**src/rtl/relogio_pkg.sv**
```systemverilog
// Shared definitions for the clock stages: FSM state type and BCD digit limits.
package relogio_pkg;

  typedef enum logic [1:0] {
    RUN   = 2'd0,
    SET_H = 2'd1,
    SET_M = 2'd2
  } estado_t;

  localparam int MIN_MSD_MAX       = 5;
  localparam int LSD_MAX           = 9;
  localparam int HORA_MSD_MAX      = 2;
  localparam int HORA_LSD_MAX_EM_2 = 3;

endpackage

```
**src/rtl/maq_hm_detector_borda.sv**
```systemverilog
// Rising-edge detector. The previous-value register resets to 1 so an input
// already high when reset releases does not count as an event.
module detector_borda (
  input  logic clock,
  input  logic reset,
  input  logic sinal,
  output logic borda
);

  logic r_prev;

  always_ff @(posedge clock) begin
    if (reset) r_prev <= 1'b1;
    else       r_prev <= sinal;
  end

  assign borda = sinal & ~r_prev;

endmodule

```
**src/rtl/maq_hm.sv**
```systemverilog
// Minutes/hours stage: BCD time of day, button-driven set mode, day-rollover
// and seconds-clear pulses.
//
// state | meaning
// RUN   | minute ticks advance the time; day pulse on 23:59 -> 00:00
// SET_H | btn_inc advances hours (23 -> 00, no day pulse); time frozen
// SET_M | btn_inc advances minutes (59 -> 00, no hour carry); leaving clears seconds
module maq_hm
  import relogio_pkg::*;
(
  input  logic       clock,
  input  logic       reset,
  input  logic       incrementa_minuto,
  input  logic       btn_modo,
  input  logic       btn_inc,
  output logic [3:0] bcd_m_lsd,
  output logic [2:0] bcd_m_msd,
  output logic [3:0] bcd_h_lsd,
  output logic [1:0] bcd_h_msd,
  output logic [1:0] modo,
  output logic       incrementa_dia,
  output logic       zera_segundos
);

  logic       w_rise_min, w_rise_modo, w_rise_inc;
  logic [7:0] w_min_prox;
  logic [5:0] w_hora_prox;
  logic       w_fim_dia;

  estado_t    r_estado;
  logic [3:0] r_m_lsd;
  logic [2:0] r_m_msd;
  logic [3:0] r_h_lsd;
  logic [1:0] r_h_msd;
  logic       r_dia;
  logic       r_zera;

  detector_borda u_borda_min  (.clock(clock), .reset(reset), .sinal(incrementa_minuto), .borda(w_rise_min));
  detector_borda u_borda_modo (.clock(clock), .reset(reset), .sinal(btn_modo),          .borda(w_rise_modo));
  detector_borda u_borda_inc  (.clock(clock), .reset(reset), .sinal(btn_inc),           .borda(w_rise_inc));

  // Result is {carry_to_hours, msd, lsd}.
  function automatic logic [7:0] prox_min(input logic [2:0] msd, input logic [3:0] lsd);
    if (lsd != 4'(LSD_MAX))          return {1'b0, msd, lsd + 4'd1};
    else if (msd != 3'(MIN_MSD_MAX)) return {1'b0, msd + 3'd1, 4'd0};
    else                             return 8'h80;
  endfunction

  function automatic logic [5:0] prox_hora(input logic [1:0] msd, input logic [3:0] lsd);
    if (msd == 2'(HORA_MSD_MAX) && lsd == 4'(HORA_LSD_MAX_EM_2)) return 6'd0;
    else if (lsd == 4'(LSD_MAX))                                 return {msd + 2'd1, 4'd0};
    else                                                         return {msd, lsd + 4'd1};
  endfunction

  assign w_min_prox  = prox_min(r_m_msd, r_m_lsd);
  assign w_hora_prox = prox_hora(r_h_msd, r_h_lsd);
  assign w_fim_dia   = (r_h_msd == 2'(HORA_MSD_MAX)) && (r_h_lsd == 4'(HORA_LSD_MAX_EM_2));

  // Each action uses the state held before the edge, so a mode press in the
  // same cycle as a tick or increment still lets that event land first.
  always_ff @(posedge clock) begin
    if (reset) begin
      r_estado <= RUN;
      r_m_lsd  <= '0;
      r_m_msd  <= '0;
      r_h_lsd  <= '0;
      r_h_msd  <= '0;
      r_dia    <= 1'b0;
      r_zera   <= 1'b0;
    end else begin
      r_dia  <= 1'b0;
      r_zera <= 1'b0;
      case (r_estado)
        RUN: begin
          if (w_rise_min) begin
            {r_m_msd, r_m_lsd} <= w_min_prox[6:0];
            if (w_min_prox[7]) begin
              {r_h_msd, r_h_lsd} <= w_hora_prox;
              r_dia              <= w_fim_dia;
            end
          end
          if (w_rise_modo) r_estado <= SET_H;
        end
        SET_H: begin
          if (w_rise_inc)  {r_h_msd, r_h_lsd} <= w_hora_prox;
          if (w_rise_modo) r_estado <= SET_M;
        end
        SET_M: begin
          if (w_rise_inc) {r_m_msd, r_m_lsd} <= w_min_prox[6:0];
          if (w_rise_modo) begin
            r_estado <= RUN;
            r_zera   <= 1'b1;
          end
        end
        default: r_estado <= RUN;
      endcase
    end
  end

  assign bcd_m_lsd      = r_m_lsd;
  assign bcd_m_msd      = r_m_msd;
  assign bcd_h_lsd      = r_h_lsd;
  assign bcd_h_msd      = r_h_msd;
  assign modo           = r_estado;
  assign incrementa_dia = r_dia;
  assign zera_segundos  = r_zera;

endmodule
```
**config.mk**
```make
export PLATFORM = sky130hd
export DESIGN_NAME = maq_hm
export DESIGN_NICKNAME = d
export VERILOG_FILES = /design/src/rtl/relogio_pkg.sv /design/src/rtl/maq_hm_detector_borda.sv /design/src/rtl/maq_hm.sv
export SDC_FILE = /design/constraint.sdc
export NUM_CORES = 1
export LEC_CHECK = 0
export ABC_AREA = 1
export CAP_MARGIN = 20
export CORE_MARGIN = 5
export CORE_UTILIZATION = 30
export CTS_BUF_LIST = sky130_fd_sc_hd__clkbuf_2 sky130_fd_sc_hd__clkbuf_4 sky130_fd_sc_hd__clkbuf_8
export DETAILED_ROUTE_END_ITERATION = 10
export PLACE_DENSITY = 0.51
export SLEW_MARGIN = 25
export SYNTH_ARGS = -nofsm -noshare
export SYNTH_HDL_FRONTEND = slang
export SYNTH_HIERARCHICAL = 1
export SYNTH_SLANG_ARGS = --single-unit
```
**constraint.sdc**
```tcl
create_clock -name clock -period 2.6 [get_ports clock]
set_input_delay 0.78 -clock clock [delete_from_list [all_inputs] [get_ports clock]]
set_output_delay 0.78 -clock clock [all_outputs]
set_load 0.02 [all_outputs]
```
* Yosys cells after proc, flatten, opt, wreduce, memory -nomap -nowiden
Cells that the tools add are included.
Word-level totals: bits in registers 20, logic and storage cells 70
Operators by class: add/sub/neg operators 4, eq/ne operators 14, multiplexer cells 23, bitwise operators 10, reduce and logical (&&, ||, !) cells 9
Operator list (number):
- $mux 4 | 5
- $mux 8 | 2
- $pmux 4 s2 | 2
- $mux 2 | 6
- $mux 6 | 2
- $ne 2x1->1 const B | 6
- $add 4x1->4 const B | 2
- $not 1->1 | 7
- $mux 3 | 2
- $pmux 2 s3 | 1
- $pmux 3 s2 | 1
- $reduce_and 3->1 | 2
- $eq 2x2->1 const B | 2
- $eq 4x2->1 const B | 1
- $eq 4x4->1 const B | 1
- $ne 4x4->1 const B | 1
- $pmux 2 s2 | 1
- $reduce_and 4->1 | 1
- $reduce_bool 2->1 | 2
- $reduce_or 4->1 | 1
- $add 3x1->3 const B | 1
- $and 1x1->1 | 3
- $ne 3x3->1 const B | 1
- $add 2x1->2 const B | 1
- other kinds (6) | 6

* Depth between registers and ports, before layout
Gate-level depths: netlist (run 1).
depth after elaboration 6, depth in mapped cells 9, depth with buffers taken out 9

* Cells and area by module
The synthesis (run 1) kept the hierarchy.
Modules (own cells, without submodules):
- maq_hm | times used 1, cells an instance 127, area an instance 920.9 sq um, seq. area each 340.3 sq um
- detector_borda | times used 3, cells an instance 5, area an instance 37.5 sq um, seq. area each 20.0 sq um

* Worst setup path after synthesis (run 1)
Ideal clock, no wire load.
kind in2reg, from in btn_inc, to reg r_m_msd[2] (netlist: bcd_m_msd[2]), library setup time 126 ps, arrival time 1470 ps, data required time 2474 ps, slack 1005 ps, stages on the path 8, buffers on the path 1, path through inv_1 > nor2_2 > inv_1 > o21ai_2 > buf_4 > nand3_1 > nand3_1 > o21ai_1
On the way: cells in the longest elaborated chain, start to end 3
Ends and longest elaborated chain:
- from (decl) | RTL line maq_hm.sv:15 | input logic btn_inc,
- $and 1x1->1 | RTL line maq_hm_detector_borda.sv:17 | assign borda = sinal & ~r_prev;
- net w_rise_inc | RTL line maq_hm.sv:25 | logic w_rise_min, w_rise_modo, w_rise_inc;
- $ne 2x1->1 (no source line)
- $reduce_and 3->1 (no source line)
- to (signal assigned) | RTL line maq_hm.sv:76 | {r_m_msd, r_m_lsd} <= w_min_prox[6:0];
- to (signal assigned) | RTL line maq_hm.sv:89 | if (w_rise_inc) {r_m_msd, r_m_lsd} <= w_min_prox[6:0];
- to (decl) | RTL line maq_hm.sv:32 | logic [2:0] r_m_msd;
The timed path passes the listed nets, and every way through them passes these cells. A chain may end at the register's enable or synchronous reset.

* Final worst setup path (run 1)
from reg r_m_lsd[0] (netlist: bcd_m_lsd[0]), to out bcd_m_lsd[0]
RTL lines:
- from (decl) | RTL line maq_hm.sv:31 | logic [3:0] r_m_lsd;
- from (signal assigned) | RTL line maq_hm.sv:76
- from (signal assigned) | RTL line maq_hm.sv:89
- to (decl) | RTL line maq_hm.sv:16 | output logic [3:0] bcd_m_lsd,
No word-level cell between the ends.

==> results of run 1 <==
-- flip-flops by register name, indices dropped and copies added (netlist names) --
register             flops
bcd_h_lsd                4
bcd_h_msd                2
bcd_m_lsd                4
bcd_m_msd                3
incrementa_dia           1
modo                     2
u_borda_inc/r_prev       1
u_borda_min/r_prev       1
u_borda_modo/r_prev      1
zera_segundos            1
-- synth_stat cells, drive strengths merged --
cell type and instances:
or2 1, clkinv 1, dfxtp 20, nor2 16, nor4 1, o21a 1
a21oi 7, nand3 19, nand4 4, o21ai 6, clkbuf 1, ha 3
inv 22, buf 2, nor3 1, nand2 34, o22ai 1, nand3b 2
-- through the flow --
| stage | util, % | total power, mW | area [um^2] |
|---|---|---|---|
| 6_report | 40.31 | 0.6201 | 1345 |
| 5_1_grt | 40.31 | 0.6495 | 1345 |
| 4_1_cts | 40.31 | 0.6319 | 1345 |
| 3_5_place_dp | 38.73 | 0.3766 | 1292 |
| 3_3_place_gp | 38.73 | 0.3759 | 1292 |
| 2_1_floorplan | - | 0.3582 | 1033 |
-- placed cells by master, fill, tap and decap left out --
| cell | Yosys | layout |
|---|---|---|
| nor2_1 | 11 | 11 |
| nand4_1 | 4 | 4 |
| bufinv_16 | 0 | 1 |
| ha_1 | 3 | 3 |
| o21ai_0 | 2 | 2 |
| nand3_2 | 1 | 1 |
| clkbuf_4 | 0 | 3 |
| nor3_1 | 1 | 1 |
| inv_1 | 20 | 20 |
| o21a_1 | 1 | 1 |
| dfxtp_1 | 20 | 20 |
| inv_2 | 2 | 2 |
| o22ai_1 | 1 | 1 |
| nor4_1 | 1 | 1 |
| or2_0 | 1 | 1 |
| o21ai_1 | 2 | 2 |
| nand3b_1 | 2 | 2 |
| buf_4 | 1 | 1 |
| nand2_2 | 3 | 3 |
| nand3_1 | 18 | 18 |
| clkdlybuf4s50_1 | 0 | 21 |
| o21ai_4 | 1 | 1 |
| nor2_4 | 2 | 2 |
| nand2_4 | 3 | 3 |
| a21oi_1 | 7 | 7 |
| nor2_2 | 3 | 3 |
| clkinv_2 | 1 | 1 |
| nand2_1 | 28 | 28 |
| o21ai_2 | 1 | 1 |
-- worst register-to-register path, stage by stage, from the launching register on --
cell and delay (ps):
dfxtp_1 470, ha_1 230, nand2_1 80, inv_1 50, nand3_1 100, nand2_1 100, nand3_2 110, nand3_1 100
nand2_1 50
-- area by class of cell --
type | instances | area, um^2 | area share (%)
multi-input combinational | 96 | 529.3 | 39.35
timing repair buffer | 22 | 217.7 | 16.19
clock inverter | 1 | 30.03 | 2.233
sequential | 20 | 400.4 | 29.77
clock buffer | 3 | 22.52 | 1.674
tap | 46 | 57.56 | 4.279
inverter | 23 | 87.58 | 6.512
-- report_power, final --
| part | internal, mW | switching [mW] | total (mW) |
|---|---|---|---|
| logic | 0.0214 | 0.0300 | 0.0514 |
| registers | 0.312 | 0.00578 | 0.317 |
| clock network | 0.156 | 0.0955 | 0.251 |
| total | 0.489 | 0.131 | 0.620 |
-- path summary, 6_finish.rpt --
path	from	end	slack, ps	cells past startpoint
worst max-delay path	bcd_m_lsd[0]	bcd_m_lsd[0]	390	1
worst min-delay path	bcd_h_msd[1]	bcd_h_msd[1]	510	2
worst min register to register	bcd_h_msd[1]	bcd_h_msd[1]	510	2
worst max register to register	bcd_h_lsd[0]	bcd_h_msd[0]	1220	8
-- metal layers --
metal	track usage [%]	vias to the layer above	part of all wire [%]	wire [um]
met5	0	-	0	0
met4	5.109	0	1.4	31
met3	2.917	4	3.9	85
met2	16.45	16	45	974
met1	13.44	414	50	1073
li1	-	503	-	-
-- cells by family (layout without fill, tap and decap cells) --
logic type | after synthesis | count (layout) | share of synthesized area, %
compound gates | 15 | 15 | 9.081
fa+ha+maj | 3 | 3 | 3.632
buf+inv | 26 | 49 | 10.05
flops | 20 | 20 | 38.74
simple gates | 78 | 78 | 38.50
==> impl_metrics.env, run 1 <==
export IMPL_status="finished, final reports clean"
export IMPL_synthTopCellsByArea="dfxtp_1 39%, nand2_1 10%, nand3_1 8.7%"
export IMPL_drt_iter0_markers=40
export IMPL_setup_slack_ps=394.0
export IMPL_vias=937
export IMPL_crit_family="buffers and inverters"
export IMPL_vdd_drop_max_mv=0.1894
export IMPL_ant_nets=0
export IMPL_post_cts_resized=0
export IMPL_numCtsBuffers=3
export IMPL_antennaDiodeCount=0
export IMPL_fp_row_count=21
export IMPL_drt_total_wl_um=2164
export IMPL_die_w_um=68.70
export IMPL_setup_tns_ps=0
export IMPL_critPathCaptureType="output pin"
export IMPL_grt_max_degree=13
export IMPL_fmax_mhz=453.3
export IMPL_yosysWarnings=6
export IMPL_fin_crit_sh_pct=84.85
export IMPL_ys_seq_elements=20
export IMPL_post_cts_repair_setup_buffers=0
export IMPL_instances_no_fill=211
export IMPL_clk_latency_ps=300
export IMPL_syn_nets=150
export IMPL_clkTransAtPathRegs_ps=120
export IMPL_avgSynthCellArea_um2=7.278
export IMPL_syn_to_final_growth_pct=30.15
export IMPL_dp_hpwl_um=1709
export IMPL_initial_utilization_pct=30.97
export IMPL_yosysTopAreaCell="dfxtp_1"
export IMPL_cts_sinks=20
export IMPL_worst_setup_path_start_kind="flop"
export IMPL_cts_path_max_buffers=2
export IMPL_portBuffers=21
export IMPL_required_ps=1820
export IMPL_tightest_slew_ps=424.5
export IMPL_avgRoutedWirePerCell_um=10.26
export IMPL_syn_inst=142
export IMPL_fillers=359
export IMPL_globalRouteOverflowTotal=0
export IMPL_hold_ws_ps=506.0
export IMPL_drc_errors=0
export IMPL_fin_crit_ps=2206
export IMPL_fp_dieH_um=68.70
export IMPL_netlist_area_mm2=0.001033
export IMPL_critPathMaxStageDelay_ps=650
export IMPL_slew_violations=0
export IMPL_hold_viol=0
export IMPL_grt_usage_pct=10.59
export IMPL_grt_pass1_vias=891
export IMPL_skew_ps=5.573
export IMPL_drive_gt1_share_pct=13.33
export IMPL_cts_hold_buf=0
export IMPL_power_density_mw_per_mm2=461.0
export IMPL_dr_pass1_iters=4
export IMPL_cp_buffers_inverters=1
export IMPL_dieArea_mm2=0.004719
export IMPL_antenna_found_initial=0
export IMPL_cp_max_fo=7
export IMPL_core_region_area_mm2=0.003337
export IMPL_min_path_type="flop to flop"
export IMPL_place_ws_ps=343.8
export IMPL_gp_congestion=0.8197
export IMPL_rsz0062_at_grt="false"
export IMPL_max_cap_violations=0
export IMPL_grt_pass1_wl_um=3753
export IMPL_setup_viol_count_final=0
export IMPL_total_leakage_power_nw=0.5577
export IMPL_arrival_ps=1430
export IMPL_via_per_inst=4.441
export IMPL_crit_path_cell_trace="clkdlybuf4s50_1"
export IMPL_crit_slowest_cell="clkdlybuf4s50_1"
export IMPL_max_slew_margin_pct=71.70
export IMPL_synthDistinctLibCells=28
export IMPL_yosysSeqAreaShare_pct=38.74
export IMPL_cts_root_buf="clkbuf_4"
export IMPL_crit_type="flop to output pin"
export IMPL_placed_cells=207
export IMPL_final_net_count=174
export IMPL_io_pins=22
export IMPL_cts_tree="done"
export IMPL_htree_levels=1
export IMPL_yosysTopAreaCellShare_pct=38.74
No activity file was read; power rests on OpenSTA's default activity.
==> inputs of run 2 (changes only) <==
Settings changed: PLACE_DENSITY 0.51 to 0.53.
Clock period 2.6 ns to 1.85 ns, I/O delays scaled along.
==> run 2 against run 1 <==
Critical path type unchanged. Worst setup slack got worse by 310 ps. Clock-buffer cell count is the same. Register-to-register slack got worse by 760 ps. Utilization rose by 0.11 points. Non-clock buffer count rose by 5. Clock power is 21% lower. Combinational power increased by 48%. Highest routed layer unchanged. Sequential share of layout area fell by 0.083 points.
==> impl_metrics.env, run 2 (synthesis results as in run 1) <==
export IMPL_critical_path_cell_count=1
export IMPL_min_path_type="flop to flop"
export IMPL_fmax_mhz=567.8
export IMPL_cp_max_fo=1
export IMPL_antennaDiodeCount=0
export IMPL_critPathCaptureType="output pin"
export IMPL_vias=938
export IMPL_clkTransAtPathRegs_ps=110
export IMPL_cp_buffers_inverters=1
export IMPL_crit_family="buffers and inverters"
export IMPL_arrival_ps=1210
export IMPL_crit_slowest_cell="clkdlybuf4s50_1"
export IMPL_drt_iter0_markers=43
export IMPL_tightest_slew_ps=285.9
export IMPL_cts_tree="done"
export IMPL_worst_setup_path_start_kind="flop"
export IMPL_clk_latency_ps=290
export IMPL_whs_path_depth=2
export IMPL_final_cell_mix="28 x nand2_1, 20 x inv_1, 20 x dfxtp_1"
export IMPL_mostFrequentLayoutCell="nand2_1"
export IMPL_crit_type="flop to output pin"
export IMPL_fin_area_mm2=0.001349
export IMPL_final_net_count=179
export IMPL_initial_utilization_pct=30.97
export IMPL_cts_root_buf="clkbuf_4"
export IMPL_dieArea_mm2=0.004719
export IMPL_crit_path_cell_trace="clkdlybuf4s50_1"
export IMPL_grt_max_degree=12
export IMPL_fin_crit_ps=1761
export IMPL_fp_dieH_um=68.70
export IMPL_required_ps=1290
export IMPL_vdd_drop_max_mv=0.2761
export IMPL_cts_path_max_buffers=2
export IMPL_grt_usage_pct=10.39
export IMPL_core_region_area_mm2=0.003337
export IMPL_drive_gt1_share_pct=15.38
export IMPL_die_w_um=68.70
export IMPL_fp_row_count=21
export IMPL_ant_nets=0
export IMPL_syn_to_final_growth_pct=30.51
export IMPL_portBuffers=21
export IMPL_dr_pass1_iters=4
export IMPL_gp_congestion=0.8062
export IMPL_cts_hold_buf=0
export IMPL_slew_violations=0
export IMPL_antenna_found_initial=0
export IMPL_grt_pass1_vias=919
export IMPL_htree_levels=1
export IMPL_max_cap_violations=0
export IMPL_dp_hpwl_um=1627
export IMPL_cts_sinks=20
export IMPL_avgRoutedWirePerCell_um=9.544
export IMPL_globalRouteOverflowTotal=0
export IMPL_place_ws_ps=-42.88
export IMPL_fin_crit_sh_pct=95.19
export IMPL_total_leakage_power_nw=0.6967
export IMPL_final_core_util_pct=40.42
export IMPL_placed_cell_area_mm2=0.001330
export IMPL_fillers=378
export IMPL_critPathMaxStageDelay_ps=600
export IMPL_skew_ps=8.301
export IMPL_grt_pass1_wl_um=3767
export IMPL_status="finished, final reports clean"
export IMPL_numCtsBuffers=3
export IMPL_max_slew_margin_pct=80.92
export IMPL_setup_slack_ps=88.92
export IMPL_setup_viol_count_final=0
export IMPL_via_per_inst=4.363
export IMPL_rsz0062_at_grt="false"
export IMPL_drc_errors=0
export IMPL_r2r_cells=7
export IMPL_drt_total_wl_um=2052
export IMPL_io_pins=22
export IMPL_power_density_mw_per_mm2=533.0
export IMPL_hold_viol=0
-- run 2: repair_timing --
action                                  CTS  global route
endpoints found under the setup margin   11             4
setup buffers                             0             0
resized for setup                        11             4
-- run 2: where the power goes --
group	leakage [nW]	switching (mW)	internal [mW]	total (mW)
Combinational	0.521	0.0441	0.0319	0.0760
Sequential	0.162	0.00576	0.438	0.444
Clock	0.0138	0.124	0.0756	0.199
Total	0.697	0.173	0.545	0.719
-- run 2: worst paths after layout --
check             slack [ps]              to      startpoint
setup / recovery          90  incrementa_dia  incrementa_dia
hold / removal           490    bcd_h_msd[0]    bcd_h_msd[0]
setup reg to reg         460    bcd_h_lsd[2]    bcd_h_lsd[1]
hold reg to reg          490    bcd_h_msd[0]    bcd_h_msd[0]
-- run 2: layer usage --
metal / up-vias / track usage (%) / share of wire, % / wire length, um
met3: 2 / 3.079 / 6.6 / 135
met4: 0 / 3.650 / 1.0 / 21
met1: 401 / 12.87 / 49 / 1002
li1: 512 / - / - / -
met2: 23 / 17.04 / 43 / 892
met5: - / 0 / 0 / 0
-- run 2: stage by stage --
stage               TNS (ps)  std cells  hold WS (ps)  total power, mW
floorplan                  0        142         494.9           0.5035
global placement      -16.38        212         477.5           0.5325
detailed placement    -93.11        212         483.6           0.5332
CTS                        0        215         498.9           0.7344
global route               0        215         529.0           0.7640
finish                     0        215         491.1           0.7189
-- run 2: area by class of cell --
class	instances	area [um^2]	share of cell area [%]
Clock buffer	3	22.52	1.670
Sequential cell	20	400.4	29.68
Tap cell	46	57.56	4.267
Multi-Input combinational cell	96	529.3	39.24
Inverter	23	87.58	6.494
Timing Repair Buffer	27	251.5	18.65
==> inputs of run 3 (changes only) <==
Settings changed: PLACE_DENSITY 0.53 to not set, PLACE_DENSITY_LB_ADDON set to 0.12, SKIP_LAST_GASP set to 1.
Clock period 1.85 ns to 1.45 ns, I/O delays scaled along.
==> run 3 against run 2 <==
Sequential power rose by 27%. Register-to-register slack lost 300 ps. Combinational power grew 57%. Final area up 8.8%. Highest routed layer unchanged.
==> impl_metrics.env, run 3 (synthesis results as in run 1) <==
export IMPL_critPathCaptureType="output pin"
export IMPL_antenna_found_initial=0
export IMPL_fp_row_count=21
export IMPL_dieArea_mm2=0.004719
export IMPL_drive_gt1_share_pct=29.73
export IMPL_portBuffers=21
export IMPL_hold_viol=0
export IMPL_min_path_type="flop to flop"
export IMPL_vdd_drop_max_mv=0.2711
export IMPL_clkTransAtPathRegs_ps=110
export IMPL_clk_latency_ps=300
export IMPL_fmax_mhz=723.6
export IMPL_setup_worst_path_end="bcd_m_lsd[3]"
export IMPL_dp_hpwl_um=1738
export IMPL_tightest_slew_ps=285.0
export IMPL_dr_pass1_iters=4
export IMPL_fin_crit_sh_pct=95.31
export IMPL_grt_pass1_wl_um=3822
export IMPL_instances_no_fill=231
export IMPL_arrival_ps=950
export IMPL_grt_usage_pct=10.59
export IMPL_globalRouteOverflowTotal=0
export IMPL_crit_path_cell_trace="clkdlybuf4s15_1"
export IMPL_placed_cells=226
export IMPL_rsz0062_at_grt="true"
export IMPL_fin_crit_ps=1382
export IMPL_gp_congestion=0.8231
export IMPL_crit_family="flip-flops"
export IMPL_total_leakage_power_nw=0.6817
export IMPL_vias=993
export IMPL_drt_total_wl_um=2188
export IMPL_cts_root_buf="clkbuf_4"
export IMPL_grt_max_degree=12
export IMPL_r2r_start="bcd_h_lsd[0]"
export IMPL_numCtsBuffers=3
export IMPL_cp_buffers_inverters=1
export IMPL_power_density_mw_per_mm2=683.0
export IMPL_final_net_count=194
export IMPL_skew_ps=4.341
export IMPL_total_power_mw=1.002
export IMPL_fillers=359
export IMPL_setup_slack_ps=68.01
export IMPL_r2r_cells=9
export IMPL_rr_endpoint="bcd_h_msd[1]"
export IMPL_status="finished, final reports clean"
export IMPL_worst_setup_path_start_kind="flop"
export IMPL_crit_slowest_cell="dfxtp_1"
export IMPL_initial_utilization_pct=30.97
export IMPL_placed_cell_area_mm2=0.001435
export IMPL_core_region_area_mm2=0.003337
export IMPL_post_cts_repair_setup_buffers=0
export IMPL_fp_dieH_um=68.70
export IMPL_antennaDiodeCount=0
export IMPL_drc_errors=0
export IMPL_cts_sinks=20
export IMPL_slew_violations=0
export IMPL_io_pins=22
export IMPL_critPathMaxStageDelay_ps=350
export IMPL_r2r_slack_ps=160
export IMPL_cp_max_fo=2
export IMPL_htree_levels=1
export IMPL_cts_tree="done"
export IMPL_final_cell_mix="28 x nand2_1, 19 x inv_1, 19 x buf_4"
export IMPL_critical_path_cell_count=1
export IMPL_required_ps=1020
export IMPL_max_cap_violations=0
export IMPL_avgRoutedWirePerCell_um=9.472
export IMPL_fin_area_mm2=0.001468
export IMPL_cts_path_max_buffers=2
export IMPL_syn_to_final_growth_pct=42.01
export IMPL_ant_nets=0
export IMPL_mostFrequentLayoutCell="nand2_1"
export IMPL_via_per_inst=4.299
export IMPL_max_slew_margin_pct=80.83
export IMPL_die_w_um=68.70
export IMPL_setup_tns_ps=0
export IMPL_drt_iter0_markers=35
export IMPL_place_ws_ps=-296.9
export IMPL_crit_type="flop to output pin"
export IMPL_setup_viol_count_final=0
export IMPL_worstSetupStartpoint="bcd_m_lsd[3]"
export IMPL_grt_pass1_vias=931
## run 3: changes by cell type in the layout (fill, tap and decap cells not counted), sizes merged
| cell | change |
|---|---|
| dlygate4sd2 | -9 |
| dlymetal6s2s | -4 |
| clkbuf | +7 |
| clkdlybuf4s15 | +9 |
| buf | +15 |
| clkdlybuf4s50 | -2 |
## run 3: worst min-delay path by stage
stage | from | to | slack [ps] | depth (start not counted)
floorplan | u_borda_modo/r_prev | zera_segundos | 490 | 3
global placement | bcd_h_msd[0] | bcd_h_msd[0] | 480 | 2
detailed placement | bcd_h_msd[0] | bcd_h_msd[0] | 480 | 2
CTS | bcd_h_msd[0] | bcd_h_msd[0] | 490 | 2
global route | bcd_h_msd[0] | bcd_h_msd[0] | 520 | 2
finish | bcd_h_msd[0] | bcd_h_msd[0] | 490 | 2
## run 3: metal layers
metal | track usage, % | part of all wire, %
met3 | 2.431 | 3.2
met1 | 13.67 | 50
met2 | 16.92 | 46
met4 | 4.380 | 0.64
met5 | 0 | 0
## run 3: cell type report
type                       count  area, um^2  area share, %
clock buffer                   4       36.28          2.472
multi-input combinational     96       546.8          37.25
tap                           46       57.56          3.922
inverter                      23       87.58          5.968
sequential                    20       402.9          27.45
timing repair buffer          42       336.6          22.93
## run 3: power breakdown
part           total [mW]  switching (mW)  internal, mW  leakage, nW
registers           0.563         0.00397         0.559        0.163
logic               0.119          0.0640        0.0545        0.497
clock network       0.321           0.168         0.153       0.0210
total                1.00           0.236         0.766        0.682
## run 3: timing repair
item,in CTS,in global routing
endpoints found under the hold margin,0,0
setup endpoints to repair,17,28
hold buffers,0,0
resized for setup,19,27
gates cloned,0,1
pin swaps,0,4
## run 3: per-stage QoR
stage	hold WS, ps	util [%]
2_1_floorplan	494.9	-
3_3_place_gp	480.4	43.01
3_5_place_dp	477.3	43.01
4_1_cts	494.7	43.53
5_1_grt	518.9	43.98
6_report	493.0	43.98
